[src/rtl/jtgng_prom_loader_if.sv]
// Download-side byte stream into the PROM loader and the PROM write port out of it.
interface jtgng_prom_loader_if #(
   parameter int AW = 8,
   parameter int DW = 4
);
   logic          downloading;
   logic [21:0]   ioctl_addr;
   logic [7:0]    ioctl_data;
   logic          ioctl_wr;
   logic [3:0]    prom_we;
   logic [AW-1:0] prom_addr;
   logic [DW-1:0] prom_data;
   logic          loaded;
   logic [AW+2:0] wr_count;

   // Drives the download stream and observes the PROM port.
   modport master (
      output downloading, ioctl_addr, ioctl_data, ioctl_wr,
      input  prom_we, prom_addr, prom_data, loaded, wr_count
   );

   // The loader itself.
   modport slave (
      input  downloading, ioctl_addr, ioctl_data, ioctl_wr,
      output prom_we, prom_addr, prom_data, loaded, wr_count
   );
endinterface

[src/rtl/jtgng_prom_loader.sv]
// Splits a 4*2**AW byte window of the ROM download stream into four small PROMs.
// Each accepted byte produces a one-cycle write pulse on the PROM selected by the
// two offset bits above the PROM address; loaded reports whether the last
// download delivered a full window's worth of writes.
module jtgng_prom_loader #(
   parameter int          AW    = 8,
   parameter int          DW    = 4,
   parameter logic [21:0] START = 22'h0_8000
) (
   input  logic               clk,
   input  logic               rst_n,
   jtgng_prom_loader_if.slave bus
);
   localparam int unsigned   NBYTES   = 4 * (2**AW);
   localparam logic [22:0]   END_ADDR = {1'b0, START} + 23'(NBYTES);
   localparam logic [AW+2:0] FULL     = {1'b1, {(AW+2){1'b0}}};

   typedef enum logic [1:0] {IDLE, LOAD, DONE} state_t;

   state_t        state_q,     state_d;
   logic          wr_last_q,   wr_last_d;
   logic [3:0]    prom_we_q,   prom_we_d;
   logic [AW-1:0] prom_addr_q, prom_addr_d;
   logic [DW-1:0] prom_data_q, prom_data_d;
   logic          loaded_q,    loaded_d;
   logic [AW+2:0] wr_count_q,  wr_count_d;

   logic [AW+1:0] off;
   logic          in_range;
   logic          wr_rise;
   logic          accept;
   logic [AW+2:0] cnt_inc;

   // Write acceptance, PROM port update and download state tracking.
   always_comb begin
      // Only the low AW+2 offset bits matter; modular subtraction keeps them exact.
      off      = bus.ioctl_addr[AW+1:0] - START[AW+1:0];
      in_range = ({1'b0, bus.ioctl_addr} >= {1'b0, START}) &&
                 ({1'b0, bus.ioctl_addr} < END_ADDR);
      wr_rise  = bus.ioctl_wr & ~wr_last_q;
      accept   = wr_rise && (state_q == LOAD) && bus.downloading && in_range;
      cnt_inc  = (accept && (wr_count_q != FULL)) ? wr_count_q + (AW+3)'(1) : wr_count_q;

      state_d     = state_q;
      wr_last_d   = bus.ioctl_wr;
      prom_we_d   = '0;
      prom_addr_d = prom_addr_q;
      prom_data_d = prom_data_q;
      loaded_d    = loaded_q;
      wr_count_d  = wr_count_q;

      if (accept) begin
         prom_we_d[off[AW+1:AW]] = 1'b1;
         prom_addr_d             = off[AW-1:0];
         prom_data_d             = bus.ioctl_data[DW-1:0];
      end

      case (state_q)
         IDLE, DONE: begin
            // Writes on the entry edge are dropped: accept needs state LOAD.
            if (bus.downloading) begin
               state_d    = LOAD;
               wr_count_d = '0;
               loaded_d   = 1'b0;
            end
         end
         LOAD: begin
            wr_count_d = cnt_inc;
            if (!bus.downloading) begin
               state_d  = DONE;
               loaded_d = (cnt_inc == FULL);
            end
         end
         default: state_d = IDLE;
      endcase
   end

   // State and output registers; reset aborts any download in flight.
   always_ff @(posedge clk or negedge rst_n) begin
      if (!rst_n) begin
         state_q     <= IDLE;
         wr_last_q   <= 1'b0;
         prom_we_q   <= '0;
         prom_addr_q <= '0;
         prom_data_q <= '0;
         loaded_q    <= 1'b0;
         wr_count_q  <= '0;
      end else begin
         state_q     <= state_d;
         wr_last_q   <= wr_last_d;
         prom_we_q   <= prom_we_d;
         prom_addr_q <= prom_addr_d;
         prom_data_q <= prom_data_d;
         loaded_q    <= loaded_d;
         wr_count_q  <= wr_count_d;
      end
   end

   assign bus.prom_we   = prom_we_q;
   assign bus.prom_addr = prom_addr_q;
   assign bus.prom_data = prom_data_q;
   assign bus.loaded    = loaded_q;
   assign bus.wr_count  = wr_count_q;
endmodule

[src/flat_wrapper.sv]
// flat-port wrapper written by rule: the top's interface ports become plain ports
module jtgng_prom_loader_flat 
#(
   parameter int          AW    = 8,
   parameter int          DW    = 4,
   parameter logic [21:0] START = 22'h0_8000
)
  (clk, rst_n, bus_downloading, bus_ioctl_addr, bus_ioctl_data, bus_ioctl_wr, bus_prom_we, bus_prom_addr, bus_prom_data, bus_loaded, bus_wr_count);
  jtgng_prom_loader_if #(.AW(AW), .DW(DW)) bus_i ();
  input  logic clk;
  input  logic rst_n;
  input wire logic [$bits(bus_i.downloading)-1:0] bus_downloading;
  input wire logic [$bits(bus_i.ioctl_addr)-1:0] bus_ioctl_addr;
  input wire logic [$bits(bus_i.ioctl_data)-1:0] bus_ioctl_data;
  input wire logic [$bits(bus_i.ioctl_wr)-1:0] bus_ioctl_wr;
  output wire logic [$bits(bus_i.prom_we)-1:0] bus_prom_we;
  output wire logic [$bits(bus_i.prom_addr)-1:0] bus_prom_addr;
  output wire logic [$bits(bus_i.prom_data)-1:0] bus_prom_data;
  output wire logic [$bits(bus_i.loaded)-1:0] bus_loaded;
  output wire logic [$bits(bus_i.wr_count)-1:0] bus_wr_count;
  assign bus_i.downloading = bus_downloading;
  assign bus_i.ioctl_addr = bus_ioctl_addr;
  assign bus_i.ioctl_data = bus_ioctl_data;
  assign bus_i.ioctl_wr = bus_ioctl_wr;
  assign bus_prom_we = bus_i.prom_we;
  assign bus_prom_addr = bus_i.prom_addr;
  assign bus_prom_data = bus_i.prom_data;
  assign bus_loaded = bus_i.loaded;
  assign bus_wr_count = bus_i.wr_count;
  jtgng_prom_loader #(.AW(AW), .DW(DW), .START(START)) u_core (.clk(clk), .rst_n(rst_n), .bus(bus_i));
endmodule
[config.mk]
export PLATFORM = sky130hd
export DESIGN_NAME = jtgng_prom_loader_flat
export DESIGN_NICKNAME = d
export VERILOG_FILES = /design/src/rtl/jtgng_prom_loader_if.sv /design/src/rtl/jtgng_prom_loader.sv /design/src/flat_wrapper.sv
export SDC_FILE = /design/constraint.sdc
export NUM_CORES = 1
export LEC_CHECK = 0
export BUFFER_PORTS_ARGS = -buffer_cell sky130_fd_sc_hd__buf_2
export CAP_MARGIN = 20
export CORE_UTILIZATION = 51
export DETAILED_ROUTE_END_ITERATION = 8
export GPL_TIMING_DRIVEN = 0
export PLACE_DENSITY = 0.94
export SETUP_SLACK_MARGIN = 0.15
export SYNTH_ARGS = -nofsm -noshare
export SYNTH_HDL_FRONTEND = slang
export SYNTH_SLANG_ARGS = --single-unit
[constraint.sdc]
create_clock -name clk -period 3.35 [get_ports clk]
set_input_delay 0.335 -clock clk [delete_from_list [all_inputs] [get_ports clk]]
set_output_delay 0.335 -clock clk [all_outputs]
set_load 0.1 [all_outputs]
==> impl_metrics.ini <==
[clock_tree]
numCtsBuffers = 5
cts.htree.levels = 2
ctsResizeCount = 0
postCtsSetupRepairBufs = 0
cts_tree = built
cts_root_buffer = clkbuf_4
clock_latency_ns = 0.33
clkTransAtPathRegs_ns = 0.09
cts.sinks = 31
cts_hold_buf = 0
cts_buffer_depth = 2

[job]
drv_cap = 0

[worst_setup_path]
cp.arrival_ns = 2.11
rr_startpoint = u_core.bus.wr_count[0]
path_max_fanout = 7
critPathRequiredTime_ns = 3.61
startpoint = u_core.bus.wr_count[0]
end_kind = flip-flop
crit_type = flip-flop to flip-flop
startpoint_type = flip-flop

[detailed_routing]
drt_iter0_drc = 56
drc = 6
viasPerCell = 5.546
routed_wirelength_microns = 3405
vias = 1381
dr.pass1.iters = 8
wire_per_inst_microns = 13.67
ant_nets = 0

[global_route]
antenna_found_initial = 0
grtUsageTotal = 0.2284
grt_pass1_vias = 1346
grt_max_degree = 32
grt_overflow_total = 0
grt_pass1_wl_microns = 5706

[logic_synthesis]
synth_ff_type = dfrtp_1
syn-cell-area_sq_um = 1556
syn_nets = 190
async_reset_ff_frac = 1.000
synth_edf_count = 0
syn_avg_cell_area_sq_um = 10.11
ys_types = 43
syn_inst = 154
synth_seq_cells = 31
ys_seq_area_frac = 0.4984
yosysWarnings = 0

[cells_and_area]
final_cell_area_sq_um = 1962
layout_commonest_cell = buf_2
fillers = 224
nets = 253
drive_gt1_frac = 0.3761
syn2layout_area_growth_pct = 26.04
antennaDiodeCount = 0
final_cell_mix = buf_2 (57), nand2_1 (46), dfrtp_1 (31), nand3_1 (10), clkbuf_4 (5)

[placement]
hpwlAfterDp_microns = 2548
dp_slack_ns = 1.465
globalplace.congestion = 0.8903
portBuffers = 56
postPlaceCellArea_sq_um = 1876

[power]
ir_drop_uv = 312.7
power.leakage_nw = 1.085
power.density_nw_per_um2 = 372.2

[timing]
fin_skew_ns = 0.003037
final.min_clock_period_ns = 1.847
setup_tns_ns = 0
grt_setup_unrepaired = no
tightest_slew_ns = 0.6598
max-slew-margin-rel = 0.5601
fin_ws_ns = 1.503
setup_viol_count_final = 0
slew_viol_final = 0
fin_crit_sh = 0.5513
finalHoldViolCount = 0
max_freq_mhz = 541.5

[floorplanning]
start_util = 0.5502
fp.dieArea_sq_um = 3277
coreArea_sq_um = 2829
core.rowCount = 19
die_y_microns = 57.25
dieWidth_microns = 57.25
ioPinCount = 62

[status]
status = complete, but fails checks
violations = DRC

[worst_hold_path]
hp-class = input port to async pin
final cells by class:
class	instances	area (sq um)	share of cell area
buffer	5	50.05	0.02551
clock buffer	6	51.30	0.02615
clock inverter	2	35.03	0.01786
inverter	2	7.507	0.003827
multi-input combinational	116	723.2	0.3686
sequential	31	775.7	0.3954
tap	31	38.79	0.01977
timing repair buffer	56	280.3	0.1429
Yosys cell counts, drive strengths merged (3+ instances only):
master	n	share of area
nand2b	3	0.012
and3	3	0.013
nand3	11	0.039
o21ai	4	0.015
o211ai	4	0.019
mux2i	3	0.019
dfrtp	31	0.50
nor2	5	0.014
nor4	4	0.039
nand4	4	0.016
nor3b	3	0.014
o31ai	3	0.014
nand2	46	0.11
cell families after synthesis:
group,Yosys count,share of synthesized area
AOI/OAI and AO/OA,15,0.06671
xor gates and xnor gates,2,0.01126
adders and majority gates,2,0.01607
buffers and inverters,7,0.03697
DFF,31,0.4984
muxes,4,0.02894
and+or+nand+nor,93,0.3416
per-stage QoR:
stage	hold slack, ns	util	total power [mW]	std cells
after floorplan	0.03941	-	0.4040	154
after global placement	0.4046	0.6630	0.4328	241
after detailed placement	0.4085	0.6630	0.4344	241
after CTS	0.05331	0.6935	0.7383	249
after global routing	0.07070	0.6935	0.7612	249
final	0.02793	0.6935	0.7303	249
registers in the layout, summed over array words and instances (netlist names):
signal,cells
u_core.bus.prom_addr,8
u_core.bus.loaded,1
u_core.state_q,2
u_core.bus.prom_we,4
u_core.bus.wr_count,11
u_core.wr_last_q,1
u_core.bus.prom_data,4
worst max-delay path, cell delays in order (launching register included):
cell      delay (ns)
dfrtp_1         0.48
inv_1           0.07
ha_1            0.20
and4bb_2        0.23
nand3_2         0.10
and4_4          0.26
mux2_4          0.31
o21ai_2         0.12
where the power goes:
group	switching (mW)	leakage (nW)	total [mW]	internal [mW]
clock	0.127	0.0482	0.304	0.176
sequential	0.00135	0.428	0.378	0.376
combinational	0.0257	0.609	0.0488	0.0232
total	0.154	1.08	0.730	0.576
path summary, 6_finish.rpt:
kind,to,slack (ns),cells after the start
worst min register to register,u_core.bus.prom_data[0],0.47,2
worst min-delay path,u_core.bus.wr_count[6],0.03,1
worst max-delay path,u_core.bus.loaded,1.50,7
min in group clk,u_core.wr_last_q,0.12,1
worst max register to register,u_core.bus.loaded,1.50,7
max in group asynchronous,u_core.bus.wr_count[4],2.90,1
routing by layer:
layer	wire length [microns]	GRT usage	share of wire
met1	1417	0.2714	0.42
met4	43	0.08014	0.013
met2	1756	0.4101	0.52
met3	188	0.04762	0.055
met5	0	0	0
Power figures use the tool's default switching activity.
